===== src/rtl/bp_pkg.sv =====
// Shared branch-predictor constants: default geometry, index-mode encodings
// and the weakly-not-taken counter reset value.
package bp_pkg;

    localparam int unsigned HIST_W_DEF = 8;
    localparam int unsigned CNT_W_DEF  = 2;
    localparam int unsigned PC_W_DEF   = 32;

    localparam int unsigned MODE_GLOBAL = 0;
    localparam int unsigned MODE_GSHARE = 1;

    localparam logic [CNT_W_DEF-1:0] WEAK_NT = 2'b01;

    // Largest value whose MSB is still clear, for any counter width.
    function automatic int unsigned weak_nt(input int unsigned cnt_w);
        return (32'd1 << (cnt_w - 1)) - 32'd1;
    endfunction

endpackage


===== src/rtl/sat_counter.sv =====
// Up/down saturating counter for one pattern-history table entry.
module sat_counter #(
    parameter int unsigned          CNT_W   = 2,
    parameter logic [CNT_W-1:0]     RST_VAL = '0
) (
    input  logic             clk,
    input  logic             rst_n,
    input  logic             en,
    input  logic             inc,
    output logic [CNT_W-1:0] cnt
);

    localparam logic [CNT_W-1:0] CNT_MAX = '1;

    always_ff @(posedge clk or negedge rst_n) begin
        if (!rst_n) begin
            cnt <= RST_VAL;
        end else if (en) begin
            if (inc && (cnt != CNT_MAX)) begin
                cnt <= cnt + CNT_W'(1);
            end else if (!inc && (cnt != '0)) begin
                cnt <= cnt - CNT_W'(1);
            end
        end
    end

endmodule


===== src/rtl/gshare_predictor.sv =====
// Global-history branch direction predictor (history-only or gshare index)
// with speculative/architectural history and a misprediction counter.
module gshare_predictor
    import bp_pkg::*;
#(
    parameter int unsigned HIST_W = HIST_W_DEF,
    parameter int unsigned CNT_W  = CNT_W_DEF,
    parameter int unsigned PC_W   = PC_W_DEF,
    parameter int unsigned MODE   = MODE_GSHARE
) (
    input  logic              clk,
    input  logic              rst_n,
    input  logic              Pred_Valid,
    input  logic [PC_W-1:0]   Pred_PC,
    output logic              Pred_Taken,
    output logic [HIST_W-1:0] Pred_Index,
    input  logic              Upd_Valid,
    input  logic [HIST_W-1:0] Upd_Index,
    input  logic              Upd_Taken,
    input  logic              Upd_Mispredict,
    output logic [15:0]       Mispred_Count
);

    localparam int unsigned      DEPTH   = 2 ** HIST_W;
    localparam logic [CNT_W-1:0] RST_CNT = CNT_W'(weak_nt(CNT_W));

    logic [HIST_W-1:0] spec_hist;
    logic [HIST_W-1:0] arch_hist;
    logic [CNT_W-1:0]  cnt [DEPTH];
    logic              flush;
    logic              unused_pc;

    // Only PC[HIST_W+1:2] feeds the index; the rest is intentionally ignored.
    assign unused_pc = ^Pred_PC;

    if (MODE == MODE_GSHARE) begin : g_gshare
        assign Pred_Index = Pred_PC[HIST_W+1:2] ^ spec_hist;
    end else begin : g_global
        assign Pred_Index = spec_hist;
    end

    // Reads the registered counter, so a same-cycle update is not bypassed.
    assign Pred_Taken = cnt[Pred_Index][CNT_W-1];

    for (genvar i = 0; i < DEPTH; i++) begin : g_pht
        sat_counter #(
            .CNT_W   (CNT_W),
            .RST_VAL (RST_CNT)
        ) u_cnt (
            .clk   (clk),
            .rst_n (rst_n),
            .en    (Upd_Valid && (Upd_Index == HIST_W'(i))),
            .inc   (Upd_Taken),
            .cnt   (cnt[i])
        );
    end

    assign flush = Upd_Valid && Upd_Mispredict;

    always_ff @(posedge clk or negedge rst_n) begin
        if (!rst_n) begin
            spec_hist <= '0;
            arch_hist <= '0;
        end else begin
            if (Upd_Valid) begin
                arch_hist <= {arch_hist[HIST_W-2:0], Upd_Taken};
            end
            // A flush repairs history from the resolved path and squashes fetch.
            if (flush) begin
                spec_hist <= {arch_hist[HIST_W-2:0], Upd_Taken};
            end else if (Pred_Valid) begin
                spec_hist <= {spec_hist[HIST_W-2:0], Pred_Taken};
            end
        end
    end

    always_ff @(posedge clk or negedge rst_n) begin
        if (!rst_n) begin
            Mispred_Count <= '0;
        end else if (flush && (Mispred_Count != 16'hFFFF)) begin
            Mispred_Count <= Mispred_Count + 16'd1;
        end
    end

endmodule


===== config.mk =====
export PLATFORM = sky130hd
export DESIGN_NAME = gshare_predictor
export DESIGN_NICKNAME = d
export VERILOG_FILES = /design/src/rtl/bp_pkg.sv /design/src/rtl/sat_counter.sv /design/src/rtl/gshare_predictor.sv
export SDC_FILE = /design/constraint.sdc
export NUM_CORES = 2
export LEC_CHECK = 0
export CAP_MARGIN = 20
export CORE_MARGIN = 10
export CORE_UTILIZATION = 55
export DETAILED_ROUTE_END_ITERATION = 16
export PLACE_DENSITY = 0.72
export SLEW_MARGIN = 40
export SYNTH_ARGS = -nofsm -noshare
export SYNTH_HDL_FRONTEND = slang
export SYNTH_SLANG_ARGS = --single-unit

===== constraint.sdc =====
create_clock -name clk -period 4.4 [get_ports clk]
set_clock_uncertainty 0.15 [all_clocks]
set_input_delay 0.88 -clock clk [delete_from_list [all_inputs] [get_ports clk]]
set_output_delay 0.88 -clock clk [all_outputs]
set_load 0.005 [all_outputs]

After elaboration in Yosys (flattened, before gate mapping)
Cells that the tools add are included.

Flip-flop bits (word level): 543. Bits in latches: 0. Bits in writable memories: 0. ROM bits: 0. Input port bits: 46. Output and inout bits: 25. Logic and storage cells: 3345. Memories: 0.

Add/subtract/negate cells: 513. Multiply operators: 0. Divide/modulo/power cells: 0. Order comparisons: 1. Equal/unequal tests: 512. Shift operators: 0. Mux-type cells: 517. Bitwise logic cells: 2. Reductions and logical operators: 1541.

Operator list (count): 2-bit two-way mux (514); 2-bit nonzero test (513); 8-bit == test (second input constant) (128); 1-bit logical AND (770); 2-bit by 1-bit adder with 2-bit output (second input constant) (256); 8-bit by 7-bit == test with 1-bit output (second input constant) (64); 2-bit != test (second input constant) (256); 2-bit AND reduction (256); 2-bit by 1-bit subtractor with 2-bit output (second input constant) (256); 8-bit by 6-bit == test with 1-bit output (second input constant) (32); 8-bit by 5-bit == test with 1-bit output (second input constant) (16); 8-bit by 4-bit == test with 1-bit output (second input constant) (8); 8-bit by 3-bit == test with 1-bit output (second input constant) (4); 16-bit by 1-bit adder with 16-bit output (second input constant) (1); 2-bit binary-select mux with 8-bit select (1); 8-bit by 2-bit == test with 1-bit output (second input constant) (2); 8-bit two-way mux (2); 16-bit != test (second input constant) (1); 9-bit greater-or-equal comparator (second input constant) (1); 8-bit inverter with 9-bit output (1); 8-bit by 1-bit == test with 1-bit output (second input constant) (1); 8-bit zero test (1); 8-bit bitwise XOR (1); 1-bit zero test (1).

Longest topological paths before layout
Word-level depth: 7. Mapped depth: 11. Depth with buffers taken out: 9.

By module
Synthesis repeated with hierarchy kept, for this count alone.

Cell total of the unflattened synthesis: 2687. Area, all modules: 29554.6 um^2.

By module, submodules not included: sat_counter (times used 256, cells each 8, area an instance 96.3 um^2); gshare_predictor (times used 1, cells each 639, area an instance 4890.9 um^2).

Worst setup path after synthesis
No wires, ideal clock.

Path kind: input to output. Start: in Pred_PC[5]. End: out Pred_Taken. Arrival time: 2860 ps. Path slack: 510 ps. Stages on the path: 8. Buffers on the path: 1. Cell sequence: xnor2_2 > clkbuf_1 > mux4_2 > nand2_1 > nand2_1 > a2111oi_0 > a22oi_1 > o311a_1.

Longest elaborated chain between the ends: 5.

Ends and longest elaborated chain: start: declaration (RTL line gshare_predictor.sv:14) `input logic [PC_W-1:0] Pred_PC,`; 8-bit bitwise XOR (RTL line gshare_predictor.sv:37) `assign Pred_Index = Pred_PC[HIST_W+1:2] ^ spec_hist;`; 8-bit inverter with 9-bit output (not written as such) (RTL line gshare_predictor.sv:43) `assign Pred_Taken = cnt[Pred_Index][CNT_W-1];`; 2-bit binary-select mux with 8-bit select (RTL line gshare_predictor.sv:43); 2-bit two-way mux (not written as such) (2 in series) (RTL line gshare_predictor.sv:43); end: declaration (RTL line gshare_predictor.sv:15) `output logic Pred_Taken,`.

No other way between the ends. The select of a mux whose other input is x is not followed.

Worst setup path in the final report
Start: reg spec_hist[3]. End: out Pred_Taken.

Longest elaborated chain between the ends: 5.

Ends and longest elaborated chain: start: declaration (RTL line gshare_predictor.sv:27) `logic [HIST_W-1:0] spec_hist;`; start signal: assignment (RTL line gshare_predictor.sv:70) `spec_hist <= {arch_hist[HIST_W-2:0], Upd_Taken};`; start signal: assignment (RTL line gshare_predictor.sv:72) `spec_hist <= {spec_hist[HIST_W-2:0], Pred_Taken};`; 8-bit bitwise XOR (RTL line gshare_predictor.sv:37); 8-bit inverter with 9-bit output (not written as such) (RTL line gshare_predictor.sv:43); 2-bit binary-select mux with 8-bit select (RTL line gshare_predictor.sv:43); 2-bit two-way mux (not written as such) (2 in series) (RTL line gshare_predictor.sv:43).

No other way between the ends. The select of a mux whose other input is x is not followed.

==> impl_metrics.csv <==
group,metric,value,unit
timing,max-slew-margin-rel,45.2,%
clock_network,htreeDepth,2,
clock_network,cts.sinks,543,
timing,setup_tns,0,ns
global_routing,grt.total_usage,29.8,%
timing,fmax,227,MHz
critical_path,cp.arrival,3.37,ns
critical_path,critPathCaptureType,"output port",
floorplan,dieWidth,251,µm
global_routing,grt-ovfl-total,0,
logic_synthesis,async_flop_share,100,%
logic_synthesis,synth-edff-count,0,
finish,instances_no_fill,4225,
logic_synthesis,yosysSeqAreaShare,47.4,%
timing,finalSetupViolations,0,
worst_hold_path,min_path_type,"input pin to async pin",
finish,nNetsFinal,3536,
logic_synthesis,syn_area_per_cell,8.60,µm²
global_routing,grt_pass1_vias,27100,
floorplan,io_pins,71,
floorplan,initial_core_util,55.7,%
timing,worstMarginPinSlew,0.823,ns
timing,rsz0062_at_grt,"yes",
clock_network,clk_path_buf_depth,3,
critical_path,worst_setup_path_start_kind,"flip-flop",
outcome,status,"finished, final reports clean",
critical_path,critPathKind,"flip-flop to output port",
global_routing,antenna_found_initial,2,
finish,final_util,63.6,%
logic_synthesis,yosysWarnings,0,
place,placedCellCount,4099,
global_routing,grt_max_degree,113,
timing,hold_violations,0,
detailed_routing,first_pass_iters,6,
logic_synthesis,synth-main-ff-cell,"dfrtp_1",
detailed_routing,ant_nets,0,
logic_synthesis,synthCells,3412,
timing,min_period,4.40,ns
place,pre_cts_ws,-0.741,ns
floorplan,rows,84,
clock_network,cts_buffers,58,
timing,fin_hold_ws,0.132,ns
detailed_routing,viasPerCell,6.63,
global_routing,grt_pass1_wl,150000,µm
floorplan,coreArea,0.0527,mm²
finish,final_layout_size_suffix_gt1_share,17.3,%
finish,n_antenna_cell,0,
place,place.gp.congestion,0.953,
power,irDropWorstVdd,0.316,mV
detailed_routing,drt-initial-drc-count,2888,
logic_synthesis,ys_seq_elements,543,
critical_path,crit_fanout,5,
critical_path,cp.required,3.37,ns
power,p_leak,11.7,nW
logic_synthesis,synth_nets,3459,
timing,postLayoutSetupSlackWorst,0.00352,ns
floorplan,die_area,0.0630,mm²
floorplan,die_h,251,µm
clock_network,clockRootBuffer,"clkbuf_16",
clock_network,hold_buffers,0,
clock_network,path_clk_slew,0.06,ns
place,io_buffers,46,
detailed_routing,routedWlPerCell,22.7,µm
finish,area_growth,14.2,%
logic_synthesis,synth_cell_types,52,
clock_network,clk-insertion-delay-late,0.63,ns
finish,fillers,4302,
logic_synthesis,syn_area,0.0293,mm²
clock_network,cts_tree,"yes",
power,power_density,376,mW/mm²
place,dpl.hpwl,65500,µm
detailed_routing,drc,0,
detailed_routing,num_vias,28000,
detailed_routing,routed_wirelength,95900,µm
job,maxCapViolCount,0,
timing,maxSlewViolCount,0,
timing,finalCritPeriodShare,99.9,%
## state kept, by name, summed over array words and instances (netlist names)
register	count
spec_hist	8
Mispred_Count	16
g_pht.u_cnt.cnt	512
arch_hist	7
## layout by cell type (no fill, tap or decap), drive strengths merged, types with 10 or more instances in the layout
| cell type | count |
|---|---|
| a211oi | 44 |
| a21oi | 442 |
| a31oi | 178 |
| buf | 140 |
| clkbuf | 96 |
| clkdlybuf4s50 | 39 |
| dfrtp | 287 |
| dfstp | 256 |
| inv | 40 |
| mux2i | 12 |
| mux4 | 60 |
| nand2 | 512 |
| nand2b | 10 |
| nand3 | 60 |
| nand3b | 22 |
| nand4 | 21 |
| nor2 | 349 |
| nor3 | 13 |
| nor3b | 89 |
| o211ai | 93 |
| o21ai | 621 |
| o31ai | 29 |
| or3 | 32 |
| xnor2 | 17 |
## power by group
group          switching, mW  internal (mW)  total, mW
clock network           2.07           2.95       5.02
logic                   1.25           1.11       2.36
registers              0.111           5.11       5.22
total                   3.43           9.17       12.6
## critical path, cell delays in order, from the launching register on
cell and delay, ns:
dfrtp_1 0.44, xnor2_4 0.32, buf_12 0.19, mux4_2 0.51
nand2_2 0.09, a21oi_1 0.08, or4_4 0.53, o311a_4 0.43
buf_6 0.13
## Yosys cell counts (2+ instances only)
cell / instances / area share [%]
a2111oi_0: 2 / 0.060
a211oi_1: 44 / 1.1
a21oi_1: 442 / 7.5
a22oi_1: 5 / 0.13
a31oi_1: 178 / 3.8
and2_1: 2 / 0.043
and3_1: 9 / 0.19
buf_1: 10 / 0.13
buf_2: 7 / 0.12
buf_4: 3 / 0.077
clkbuf_1: 148 / 1.9
dfrtp_1: 287 / 24
dfstp_2: 256 / 23
inv_1: 36 / 0.46
inv_2: 2 / 0.026
mux2_2: 8 / 0.31
mux2i_1: 12 / 0.41
mux4_1: 2 / 0.18
mux4_2: 58 / 4.5
nand2_1: 512 / 6.6
nand2b_1: 10 / 0.21
nand3_1: 60 / 1.0
nand3b_1: 22 / 0.56
nand4_1: 21 / 0.45
nor2_1: 349 / 4.5
nor2b_1: 7 / 0.15
nor3_1: 13 / 0.22
nor3b_1: 89 / 2.3
nor4_1: 3 / 0.064
o211ai_1: 93 / 2.4
o21ai_0: 620 / 11
o31ai_1: 29 / 0.74
or2_2: 3 / 0.064
or3_1: 32 / 0.68
xnor2_1: 13 / 0.39
xnor2_2: 4 / 0.22
xor2_1: 6 / 0.18
## kinds of logic after synthesis
kind of cell | Yosys count | share of synthesized area (%)
flops | 543 | 47.4
buf+inv | 208 | 2.74
compound gates | 1422 | 26.6
simple gates | 1135 | 17.0
xor+xnor | 23 | 0.789
mux | 80 | 5.35
fa+ha+maj | 1 | 0.0426
## per-stage QoR
stage / cell area [µm²] / power, mW
after global routing: 33500 / 13.0
after floorplan: 29300 / 6.35
after CTS: 33300 / 12.5
after global placement: 31200 / 7.29
after detailed placement: 31200 / 7.35
final: 33500 / 12.6
## final cells by class
class,count,area [µm²],area share [%]
sequential,543,13900,41.5
clock buffer,95,1760,5.26
tap,688,861,2.57
inverter,40,169,0.504
timing repair buffer,185,1740,5.18
multi-input combinational,2661,14900,44.4
clock inverter,13,180,0.538
## path summary, 6_finish.rpt
| path | slack (ns) | cells after the start | start | to |
|---|---|---|---|---|
| worst max-delay path | 0.004 | 8 | spec_hist[3]$_DFFE_PN0P_ | Pred_Taken |
| worst min-delay path | 0.13 | 1 | rst_n | g_pht[254].u_cnt.cnt[1]$_DFFE_PN0P_ |
| worst max register to register | 1.31 | 8 | spec_hist[3]$_DFFE_PN0P_ | spec_hist[0]$_DFFE_PN0P_ |
| worst min register to register | 0.34 | 2 | g_pht[93].u_cnt.cnt[0]$_DFFE_PN1P_ | g_pht[93].u_cnt.cnt[0]$_DFFE_PN1P_ |
| max in group asynchronous | 2.98 | 2 | rst_n | g_pht[152].u_cnt.cnt[0]$_DFFE_PN1P_ |
| min in group clk | 0.34 | 2 | g_pht[93].u_cnt.cnt[0]$_DFFE_PN1P_ | g_pht[93].u_cnt.cnt[0]$_DFFE_PN1P_ |
## timing repair
action / in CTS / in global routing
pin swaps: 8 / 10
buffers inserted: 7 / 10
endpoints found under the setup margin: 1 / 1
gates resized for setup: 32 / 19
cloned: 1 / 0
## per-layer routing
metal | GRT usage [%] | wire, µm
met5 | 0 | 27
met4 | 19.4 | 6670
met3 | 7.05 | 8910
met2 | 47.1 | 43700
met1 | 36.2 | 36600
Power figures use the tool's default switching activity.
